<file path="config.mk">
export PLATFORM = sky130hd
export DESIGN_NAME = control_motores
export DESIGN_NICKNAME = d
export VERILOG_FILES = /design/src/rtl/control_motores.sv
export SDC_FILE = /design/constraint.sdc
export NUM_CORES = 1
export LEC_CHECK = 0
export ABC_AREA = 1
export CAP_MARGIN = 20
export CORE_MARGIN = 5
export CORE_UTILIZATION = 25
export DETAILED_ROUTE_END_ITERATION = 7
export PLACE_DENSITY = 0.5
export SETUP_SLACK_MARGIN = 0.5
export SLEW_MARGIN = 20
export SYNTH_ARGS = -nofsm -noshare
export SYNTH_HDL_FRONTEND = slang
export SYNTH_SLANG_ARGS = --single-unit
export TNS_END_PERCENT = 20
</file>
<file path="constraint.sdc">
create_clock -name i_clk -period 4.85 [get_ports i_clk]
set_clock_uncertainty 0.15 [all_clocks]
set_input_delay 1.2125 -clock i_clk [delete_from_list [all_inputs] [get_ports i_clk]]
set_output_delay 1.2125 -clock i_clk [all_outputs]
set_load 0.03 [all_outputs]
</file>
<file path="src/rtl/control_motores.sv">
// RGB timer initiator: converts an 8-bit colour to per-channel on-times, starts the
// timer, then walks the motors R->G->B on its flags with a per-phase watchdog.
module control_motores #(
  parameter int CW         = 5,
  parameter int SHIFT      = 3,
  parameter int MAX_CICLOS = 15,
  parameter int WD_LIMIT   = 20
) (
  input  logic          i_clk,
  input  logic          i_rst,
  input  logic          i_color_valid,
  input  logic [7:0]    i_color_r,
  input  logic [7:0]    i_color_g,
  input  logic [7:0]    i_color_b,
  output logic          o_color_ready,
  output logic [CW-1:0] o_ciclos_R,
  output logic [CW-1:0] o_ciclos_G,
  output logic [CW-1:0] o_ciclos_B,
  output logic          o_enter,
  input  logic [2:0]    i_flags,
  output logic          o_motor_R,
  output logic          o_motor_G,
  output logic          o_motor_B,
  output logic          o_done,
  output logic          o_error
);

  typedef enum logic [2:0] {
    S_IDLE, S_LOAD, S_RUN_R, S_RUN_G, S_RUN_B, S_FIN, S_ERR
  } state_t;

  localparam int              WDW     = $clog2(WD_LIMIT + 1);
  localparam logic [WDW-1:0]  WD_LAST = WDW'(WD_LIMIT - 1);
  localparam logic [7:0]      MAXC8   = 8'(MAX_CICLOS);

  state_t         r_state;
  logic [WDW-1:0] r_wd;

  logic [CW-1:0]  w_cyc_r, w_cyc_g, w_cyc_b;
  logic           w_exp_flag;

  // Shift first, then clamp, so the result always fits the timer's counter.
  function automatic logic [CW-1:0] f_cycles(input logic [7:0] c);
    logic [7:0] v;
    v = c >> SHIFT;
    return (v > MAXC8) ? CW'(MAXC8) : CW'(v);
  endfunction

  assign w_cyc_r = f_cycles(i_color_r);
  assign w_cyc_g = f_cycles(i_color_g);
  assign w_cyc_b = f_cycles(i_color_b);

  // Only the current phase's flag matters; the others share the timer counter
  // and may be high spuriously.
  always_comb begin
    w_exp_flag = 1'b0;
    case (r_state)
      S_RUN_R: w_exp_flag = i_flags[2];
      S_RUN_G: w_exp_flag = i_flags[1];
      S_RUN_B: w_exp_flag = i_flags[0];
      default: w_exp_flag = 1'b0;
    endcase
  end

  always_ff @(posedge i_clk) begin
    if (i_rst) begin
      r_state       <= S_IDLE;
      r_wd          <= '0;
      o_ciclos_R    <= '0;
      o_ciclos_G    <= '0;
      o_ciclos_B    <= '0;
      o_color_ready <= 1'b1;
      o_enter       <= 1'b0;
      o_motor_R     <= 1'b0;
      o_motor_G     <= 1'b0;
      o_motor_B     <= 1'b0;
      o_done        <= 1'b0;
      o_error       <= 1'b0;
    end else begin
      o_enter <= 1'b0;
      o_done  <= 1'b0;
      case (r_state)
        S_IDLE: begin
          if (i_color_valid) begin
            o_ciclos_R    <= w_cyc_r;
            o_ciclos_G    <= w_cyc_g;
            o_ciclos_B    <= w_cyc_b;
            o_color_ready <= 1'b0;
            o_enter       <= 1'b1;
            r_state       <= S_LOAD;
          end
        end
        S_LOAD: begin
          r_wd      <= '0;
          o_motor_R <= |o_ciclos_R;
          r_state   <= S_RUN_R;
        end
        S_RUN_R, S_RUN_G, S_RUN_B: begin
          // Flag wins over a watchdog expiry on the same edge.
          if (w_exp_flag) begin
            r_wd      <= '0;
            o_motor_R <= 1'b0;
            o_motor_G <= 1'b0;
            o_motor_B <= 1'b0;
            case (r_state)
              S_RUN_R: begin
                o_motor_G <= |o_ciclos_G;
                r_state   <= S_RUN_G;
              end
              S_RUN_G: begin
                o_motor_B <= |o_ciclos_B;
                r_state   <= S_RUN_B;
              end
              default: begin
                o_done  <= 1'b1;
                r_state <= S_FIN;
              end
            endcase
          end else if (r_wd == WD_LAST) begin
            o_motor_R <= 1'b0;
            o_motor_G <= 1'b0;
            o_motor_B <= 1'b0;
            o_error   <= 1'b1;
            r_state   <= S_ERR;
          end else begin
            r_wd <= r_wd + WDW'(1);
          end
        end
        S_FIN: begin
          o_color_ready <= 1'b1;
          r_state       <= S_IDLE;
        end
        default: ;
      endcase
    end
  end

endmodule

</file>
==> summary.md, run 1 <==
| Metric | Value |
|---|---|
| Global route total overflow | `0` |
| Sequential share of power | `35.2%` |
| Min cycle time layout | `2.913 ns` |
| Max_cap viols | `0` |
| Drt first-iter violations | `81` |
| Logic pwr share | `45.8%` |
| Hpwl dp | `2527 µm` |
| Ant. Diodes | `0` |
| Number of warning messages in the yosys log | `0` |
| CTS hold repair buffers | `0` |
| Mean area per synthesized cell | `7.815 µm²` |
| Slowest cell on the critical path | `nand3_1` |
| First-pass GRT wire length | `5989 µm` |
| Via count | `1,283` |
| P_int | `576.8 µW` |
| Sequential fraction of the synthesis area | `43.92%` |
| Max-slew headroom | `32.57%` |
| DR vias/cell | `4.394` |
| CP Class | `in2reg` |
| Slew Viols, Final | `0` |
| Worst slew pin tran | `1.009 ns` |
| Crit-path max cell delay | `0.70 ns` |
| Row cnt | `27` |
| Area delta synth->final | `41.81%` |
| Maximum number of pins on one net before global-route repair | `30` |
| Reg-to-Reg End | `o_ciclos_B[0]` |
| Flop-to-flop setup slack | `2.77 ns` |
| CTS tree | `built` |
| Pre-antenna DRT Iters | `4` |
| WL/cell | `11.80 µm` |
| Hold Fails Final Rpt | `0` |
| Util after Layout | `35.88%` |
| Setup crit start kind | `primary input` |
| FF+latch count, synth | `30` |
| Vias in the first global route | `1,253` |
| Post-Synthesis Cells | `175` |
| Filler cells | `604` |
| I/O Buffers | `42` |
| Fmax | `343.3 MHz` |
| Worst min-delay path class | `reg2reg` |
| Switching Share | `42.21%` |
| Synth unique cells | `32` |
| RSZ-0062 raised after global routing | `no` |
| Crit path required time | `4.91 ns` |
| Chip Width | `83.96 µm` |
| Clock Power Share | `19.0%` |
| Overall power | `998.2 µW` |
| Static Leak | `0.7631 nW` |
| Worst reg2reg path depth | `4` |
| # DRC | `0` |
| Post-Syn Area | `1368 µm²` |
| Clk_lat worst skew | `0.28 ns` |
| Core Area | `5405 µm²` |
| Max VDD drop | `0.2575 mV` |
| Final ANT Viol Nets | `0` |
| P_sw | `421.4 µW` |
| Die height | `83.96 µm` |
| Setup Buffers After CTS | `0` |
| RD Place Congestion | `0.7793` |
| Launching point of the worst reg2reg path | `r_state[1]` |
| Final nets | `251` |
| Die footprint | `7049 µm²` |
| PwrDens | `514.7 nW/µm²` |
| Critical path startpoint | `i_color_valid` |
| H-tree level count | `2` |
| Clk sinks | `30` |
| Layout cell share with drive strength beyond 1 | `10.91%` |
| CP max FO | `29` |
| Post-synth EDFFs | `0` |
| Final WS setup | `1.937 ns` |
| Total negative slack | `0 ns` |
| Synth Flop Type | `dfxtp_1` |
| CP endpoint | `o_ciclos_B[0]` |
| Critical Path AT | `2.97 ns` |
| Initial core utilization | `25.30%` |
| Post-Place Setup Slack | `1.637 ns` |
| Initial antenna violation count | `0` |
| Worst path cell trace | `clkdlybuf4s50_1 > nand3_1 > o21bai_1 > a21oi_1` |
| Post-synth ARST share | `0%` |
| GRT Total Usage | `10.42%` |
| CTS Buf Count | `5` |
| CTS resizes | `0` |
| Post-synth net total | `206` |
| Status | `finished clean` |
| # IOs | `52` |
| Setup violations, final | `0` |
| CTS root buf | `clkbuf_8` |
| CP Capture Type | `register` |
| Ratio of final minimum period to clock period | `60.06%` |
| Final Routed Wirelength | `3447 µm` |
| Clock transition at the registers of the reported paths | `0.07 ns` |
| Clock Tree Buf Depth | `2` |
[cell type report]
cell class | count | area (µm²) | share of cell area [%]
repair buffers | 43 | 427.9 | 22.06
clock buffers | 5 | 68.82 | 3.548
clock inverters | 2 | 10.01 | 0.5161
inverters | 21 | 78.83 | 4.065
multi-input cells | 119 | 663.1 | 34.19
well taps | 72 | 90.09 | 4.645
flip-flops and latches | 30 | 600.6 | 30.97
[per-stage QoR]
| stage | area (µm²) | hold WS, ns | cells |
|---|---|---|---|
| after floorplan | 1368 | 0.3330 | 175 |
| after global placement | 1861 | 0.3106 | 285 |
| after global routing | 1939 | 0.3435 | 292 |
| final | 1939 | 0.3167 | 292 |
| after CTS | 1939 | 0.3216 | 292 |
| after detailed placement | 1861 | 0.3110 | 285 |
[worst min-delay path by stage]
stage | cells past startpoint | from | endpoint | slack [ns]
after floorplan | 2 | r_wd[3] | r_wd[3] | 0.33
after global routing | 2 | o_ciclos_R[4] | o_ciclos_R[4] | 0.34
after detailed placement | 2 | o_motor_R | o_motor_R | 0.31
after CTS | 2 | o_motor_R | o_motor_R | 0.32
after global placement | 2 | o_color_ready | o_color_ready | 0.31
final | 2 | o_motor_R | o_motor_R | 0.32
[cells by family after synthesis]
kind of cell               share of synthesized area, %
adders and majority gates                        0.9148
and+or+nand+nor                                   30.74
DFF                                               43.92
buffers and inverters                             7.594
AOI/OAI and AO/OA                                 15.55
xor gates and xnor gates                          1.281
[synthesized netlist by cell type (2+ instances only)]
cell type  instances  area, µm²
nor2_1            12      45.04
nor3_1            11      55.05
nand3_2            2      20.02
nand2_1           28      105.1
nand2_2            2      12.51
o21ai_0            4      20.02
dfxtp_1           30      600.6
a211oi_1           8      60.06
o22ai_1            2      12.51
inv_1             17      63.81
clkbuf_1           2      7.510
nor2_2             2      12.51
o21bai_1           4      30.03
nand3_1           15      75.07
nand2_4            2      22.52
buf_2              2      10.01
inv_2              3      11.26
a21oi_2            2      17.52
xor2_1             2      17.52
a21oi_1           10      50.05
nand4_1            4      25.02
[placed cells by master, fill, tap and decap left out, types with 3 or more instances in the layout]
cell and count:
nand4_1 4, a21oi_1 10, nand2_1 28, inv_1 17, clkdlybuf4s50_1 42, dfxtp_1 30, o21bai_1 4, a211oi_1 8
nand3_1 15, nor3_1 11, o21ai_0 4, inv_2 3, nor2_1 12, clkbuf_8 5
[critical path: cells and delay by family]
kind | cells | cell delay, ns
buffers and inverters | 1 | 0.48
AND/OR/NAND/NOR | 1 | 0.70
AO/OA/AOI/OAI | 2 | 0.57
[registers in the layout, indices dropped and copies added, names as in the netlist]
register	count
o_motor_G	1
o_done	1
r_wd	5
r_state	3
o_motor_R	1
o_ciclos_G	5
o_ciclos_R	5
o_enter	1
o_ciclos_B	5
o_motor_B	1
o_error	1
o_color_ready	1
[power by group through the flow]
stage	clock network, mW	registers (mW)	logic (mW)
global route	0.210	0.363	0.512
CTS	0.195	0.352	0.461
floorplan	0	0.421	0.252
global placement	0	0.357	0.463
finish	0.190	0.351	0.457
detailed placement	0	0.356	0.459
[metal layers]
metal / up-vias / routed length (µm) / GRT usage, %
li1: 683 / - / -
met1: 553 / 1672 / 13.86
met2: 42 / 1435 / 15.04
met3: 5 / 303 / 4.738
met4: 0 / 36 / 3.070
met5: - / 0 / 0
(Power assumes the default switching activity.)
==> run 2: changes to the inputs <==
--- a/config.mk
+++ b/config.mk
@@ -10,7 +10,7 @@
 export CORE_MARGIN = 5
 export CORE_UTILIZATION = 25
 export DETAILED_ROUTE_END_ITERATION = 7
-export PLACE_DENSITY = 0.5
+export PLACE_DENSITY = 0.52
 export SETUP_SLACK_MARGIN = 0.5
 export SLEW_MARGIN = 20
 export SYNTH_ARGS = -nofsm -noshare
==> constraint.sdc (replaced) <==
create_clock -name i_clk -period 2.5 [get_ports i_clk]
set_clock_uncertainty 0.15 [all_clocks]
set_input_delay 0.625 -clock i_clk [delete_from_list [all_inputs] [get_ports i_clk]]
set_output_delay 0.625 -clock i_clk [all_outputs]
set_load 0.03 [all_outputs]
==> summary.md, run 2 (synthesized netlist as in run 1, its figures left out) <==
| Metric | Value |
|---|---|
| CTS Buf Count | `5` |
| Filler cells | `600` |
| Crit-path max cell delay | `0.68 ns` |
| Die height | `83.96 µm` |
| Hold Crit Depth | `2` |
| Via count | `1,308` |
| Final nets | `252` |
| Commonest non-fill, non-tap cells in the layout | `clkdlybuf4s50_1 (35), dfxtp_1 (30), nand2_1 (28)` |
| Clock Tree Buf Depth | `2` |
| # DRC | `0` |
| Chip Width | `83.96 µm` |
| Overall power | `2.188 mW` |
| Worst Path Buf+Inv | `1` |
| Total negative slack | `0 ns` |
| DR vias/cell | `4.449` |
| Area post-placement | `1868 µm²` |
| H-tree level count | `2` |
| P_sw | `833.1 µW` |
| Flop-to-flop setup slack | `0.80 ns` |
| Global route total overflow | `0` |
| Fmax | `479.5 MHz` |
| Slowest cell on the critical path | `clkdlybuf4s50_1` |
| Hold Fails Final Rpt | `0` |
| Sequential share of power | `31.1%` |
| CP max FO | `3` |
| Max VDD drop | `0.3712 mV` |
| Pre-antenna DRT Iters | `4` |
| Setup Buffers After CTS | `0` |
| Flip-flop and latch area | `600.6 µm²` |
| Critical Path AT | `1.31 ns` |
| Final ANT Viol Nets | `0` |
| Post-Place Setup Slack | `0.3289 ns` |
| CTS tree | `built` |
| RSZ-0062 raised after global routing | `yes` |
| Die footprint | `7049 µm²` |
| Util after Layout | `37.25%` |
| Clock Power Share | `28.4%` |
| Min cycle time layout | `2.085 ns` |
| I/O Buffers | `42` |
| GRT Total Usage | `10.40%` |
| Clock transition at the registers of the reported paths | `0.07 ns` |
| First-pass GRT wire length | `5927 µm` |
| CP Capture Type | `output port` |
| Initial core utilization | `25.30%` |
| PwrDens | `1087 nW/µm²` |
| # IOs | `52` |
| Final WS setup | `0.4145 ns` |
| Launching point of the worst reg2reg path | `r_wd[0]` |
| Leading cell type in the layout, fill and taps excluded | `clkdlybuf4s50_1` |
| Switching Share | `38.09%` |
| Clk_lat worst skew | `0.29 ns` |
| Ratio of final minimum period to clock period | `83.42%` |
| Worst reg2reg path depth | `8` |
| Ant. Diodes | `0` |
| Core Area | `5405 µm²` |
| WL/cell | `11.68 µm` |
| Final Cell Area | `2013 µm²` |
| Crit-path leading delay family | `buffers and inverters` |
| Final Routed Wirelength | `3435 µm` |
| Hpwl dp | `2499 µm` |
| Reg-to-Reg End | `r_wd[1]` |
| Max-slew headroom | `76.81%` |
| Worst path cell trace | `clkdlybuf4s50_1` |
| Drt first-iter violations | `63` |
| Max_cap viols | `0` |
| Hold path endpoint | `o_motor_R` |
| CP Class | `reg2out` |
| Initial antenna violation count | `0` |
| Clk sinks | `30` |
| Worst min-delay path class | `reg2reg` |
| Status | `finished clean` |
| Vias in the first global route | `1,289` |
| Row cnt | `27` |
| Worst slew pin tran | `0.3470 ns` |
| CTS root buf | `clkbuf_8` |
| Min-delay src | `o_motor_R` |
| P_int | `1.354 mW` |
| Setup crit start kind | `register` |
| Crit path required time | `1.73 ns` |
| Layout cell share with drive strength beyond 1 | `11.71%` |
| Setup violations, final | `0` |
| Area of the multi-input gates | `663.1 µm²` |
| RD Place Congestion | `0.7698` |
| Slew Viols, Final | `0` |
| Logic pwr share | `40.6%` |
| Static Leak | `0.8646 nW` |
| Maximum number of pins on one net before global-route repair | `30` |
| Area delta synth->final | `47.21%` |
[run 2: layer usage]
metal,up-vias,global-route usage (%),part of all wire (%)
met3,6,4.936,7.8
met4,0,3.509,1.3
met2,31,15.98,43
met1,584,12.74,48
li1,687,-,-
met5,-,0,0
[run 2: worst max-delay path by stage]
stage	from	end	slack, ns	depth (start not counted)
after floorplan	i_flags[0]	r_state[0]	0.98	8
after CTS	o_ciclos_R[4]	o_ciclos_R[4]	0.38	1
final	o_ciclos_G[4]	o_ciclos_G[4]	0.41	1
after detailed placement	i_flags[2]	o_motor_B	0.33	8
after global routing	o_ciclos_G[3]	o_ciclos_G[3]	0.36	1
after global placement	i_flags[2]	o_motor_B	0.34	8
[run 2: power by group through the flow]
stage          Sequential (mW)  Combinational, mW  Clock, mW
2_1_floorplan            0.816              0.490          0
3_3_place_gp             0.689              0.902          0
5_1_grt                  0.697              0.979      0.660
3_5_place_dp             0.690              0.899          0
4_1_cts                  0.681              0.896      0.635
6_report                 0.680              0.888      0.620
[run 2: tightest hold or removal path, delay by kind of cell, from the launching register on]
kind,cells,cell delay (ns)
flops,1,0.31
simple gates,1,0.06
compound gates,1,0.05
[run 2: metrics by stage]
| step | hold slack (ns) | instances |
|---|---|---|
| after floorplan | 0.3330 | 175 |
| after global placement | 0.3033 | 286 |
| after detailed placement | 0.3067 | 286 |
| after CTS | 0.3172 | 294 |
| after global routing | 0.3311 | 294 |
| final | 0.3143 | 294 |
[run 2: area by class of cell]
type	count	area share, %
well taps	72	4.475
flip-flops and latches	30	29.83
multi-input cells	119	32.94
clock buffers	6	4.102
repair buffers	44	21.75
inverters	21	3.915
clock inverters	2	2.983
[run 2: what timing repair did]
item                                    4_1_cts  5_1_grt
endpoints found under the setup margin       22       18
hold buffers                                  0        0
resized for setup                             4        3
==> run 3: changes to the inputs <==
--- a/config.mk
+++ b/config.mk
@@ -10,7 +10,7 @@
 export CORE_MARGIN = 5
 export CORE_UTILIZATION = 25
 export DETAILED_ROUTE_END_ITERATION = 7
-export PLACE_DENSITY = 0.52
+export PLACE_DENSITY = 0.5
 export SETUP_SLACK_MARGIN = 0.5
 export SLEW_MARGIN = 20
 export SYNTH_ARGS = -nofsm -noshare
==> constraint.sdc (replaced) <==
create_clock -name i_clk -period 2.1 [get_ports i_clk]
set_clock_uncertainty 0.15 [all_clocks]
set_input_delay 0.525 -clock i_clk [delete_from_list [all_inputs] [get_ports i_clk]]
set_output_delay 0.525 -clock i_clk [all_outputs]
set_load 0.03 [all_outputs]
==> summary.md, run 3 (synthesized netlist as in run 1, its figures left out) <==
| Metric | Value |
|---|---|
| Via count | `1,319` |
| Slew Viols, Final | `0` |
| Worst Path Buf+Inv | `1` |
| Area post-placement | `1868 µm²` |
| RD Place Congestion | `0.7419` |
| Min cycle time layout | `1.656 ns` |
| GRT met2 Usage | `16.27%` |
| Max-slew headroom | `81.05%` |
| Slowest cell on the critical path | `clkdlybuf4s15_1` |
| Final WS setup | `0.4436 ns` |
| PwrDens | `1182 nW/µm²` |
| Hpwl dp | `2582 µm` |
| Setup violations, final | `0` |
| Chip Width | `83.96 µm` |
| Static Leak | `0.8502 nW` |
| Row cnt | `27` |
| Crit-path max cell delay | `0.37 ns` |
| Worst min-delay path class | `reg2reg` |
| CP Capture Type | `output port` |
| Gr busiest metal | `met2` |
| Max_cap viols | `0` |
| GRT Total Usage | `10.37%` |
| Met1 usage | `13.11%` |
| Crit path required time | `1.42 ns` |
| Launching point of the worst reg2reg path | `r_state[1]` |
| Final ANT Viol Nets | `0` |
| CTS Buf Count | `5` |
| Commonest non-fill, non-tap cells in the layout | `nand2_1 (25), dfxtp_1 (25), clkdlybuf4s50_1 (17)` |
| Setup crit start kind | `register` |
| First-pass GRT wire length | `6009 µm` |
| Pre-antenna DRT Iters | `4` |
| Overall power | `2.444 mW` |
| Initial antenna violation count | `0` |
| CP max FO | `2` |
| RSZ-0062 raised after global routing | `yes` |
| Initial core utilization | `25.30%` |
| Maximum number of pins on one net before global-route repair | `30` |
| Critical Path AT | `0.98 ns` |
| Max VDD drop | `0.5174 mV` |
| Worst slew pin tran | `0.2806 ns` |
| # IOs | `52` |
| CP Class | `reg2out` |
| Drt first-iter violations | `79` |
| Post-Place Setup Slack | `0.03842 ns` |
| CTS tree | `built` |
| Area delta synth->final | `51.14%` |
| Clock Tree Buf Depth | `2` |
| Status | `finished clean` |
| Min-delay src | `o_motor_R` |
| Final Routed Wirelength | `3582 µm` |
| Final Cell Area | `2067 µm²` |
| DR vias/cell | `4.426` |
| Die footprint | `7049 µm²` |
| H-tree level count | `2` |
| I/O Buffers | `42` |
| Layout cell share with drive strength beyond 1 | `26.11%` |
| CTS root buf | `clkbuf_8` |
| Clk sinks | `30` |
| Clk_lat worst skew | `0.28 ns` |
| Grt met3 use | `4.047%` |
| Total negative slack | `0 ns` |
| Critical path startpoint | `o_ciclos_G[3]` |
| Core Area | `5405 µm²` |
| Global route total overflow | `0` |
| # DRC | `0` |
| Hold Fails Final Rpt | `0` |
| Final nets | `256` |
| Filler cells | `593` |
| Vias in the first global route | `1,303` |
| Clock transition at the registers of the reported paths | `0.07 ns` |
| Ratio of final minimum period to clock period | `78.88%` |
| Crit-path leading delay family | `buffers and inverters` |
| Worst path cell trace | `clkdlybuf4s15_1` |
| Ant. Diodes | `0` |
| WL/cell | `12.02 µm` |
| Fmax | `603.7 MHz` |
| Die height | `83.96 µm` |
## run 3: cell count changes in the layout (fill, tap and decap cells not counted), sizes merged
cell,delta
bufinv,-2
clkinvlp,+1
clkdlybuf4s15,+14
clkdlybuf4s50,-18
clkinv,+1
dlygate4sd2,-2
buf,+9
clkbuf,+1
## run 3: stage by stage
step | utilization [%] | instances | hold WS [ns]
6_report | 38.24 | 298 | 0.3150
5_1_grt | 38.24 | 298 | 0.3311
4_1_cts | 36.37 | 294 | 0.3176
3_5_place_dp | 34.56 | 286 | 0.3078
3_3_place_gp | 34.56 | 286 | 0.3062
2_1_floorplan | - | 175 | 0.3330
## run 3: routing by layer
metal / up-vias / wire length [µm]
met5: - / 0
met4: 0 / 15
met3: 2 / 260
met2: 33 / 1601
met1: 587 / 1704
li1: 697 / -
## run 3: final timing paths
path | end | slack (ns) | depth (start not counted)
setup / recovery | o_ciclos_G[3] | 0.44 | 1
hold / removal | o_motor_R | 0.32 | 2
setup reg to reg | r_wd[1] | 0.58 | 8
hold reg to reg | o_motor_R | 0.32 | 2
## run 3: layout make-up
| cell class | instances | area [µm²] | area share [%] |
|---|---|---|---|
| Timing Repair Buffer | 48 | 454.2 | 21.97 |
| Inverter | 21 | 78.83 | 3.814 |
| Sequential cell | 30 | 619.3 | 29.96 |
| Multi-Input combinational cell | 119 | 729.5 | 35.29 |
| Tap cell | 72 | 90.09 | 4.358 |
| Clock buffer | 6 | 82.58 | 3.995 |
| Clock inverter | 2 | 12.51 | 0.6053 |
## run 3: power by group
group	leakage [nW]	internal (mW)	total (mW)	switching (mW)
clock network	0.0472	0.263	0.485	0.222
logic	0.554	0.423	1.11	0.689
registers	0.249	0.718	0.848	0.130
total	0.850	1.40	2.44	1.04
## run 3: what timing repair did
| item | 4_1_cts | 5_1_grt |
|---|---|---|
| setup buffers | 0 | 4 |
| setup endpoints to repair | 33 | 40 |
| gates resized for setup | 71 | 24 |
| hold buffers | 0 | 0 |
| pin swaps | 2 | 11 |
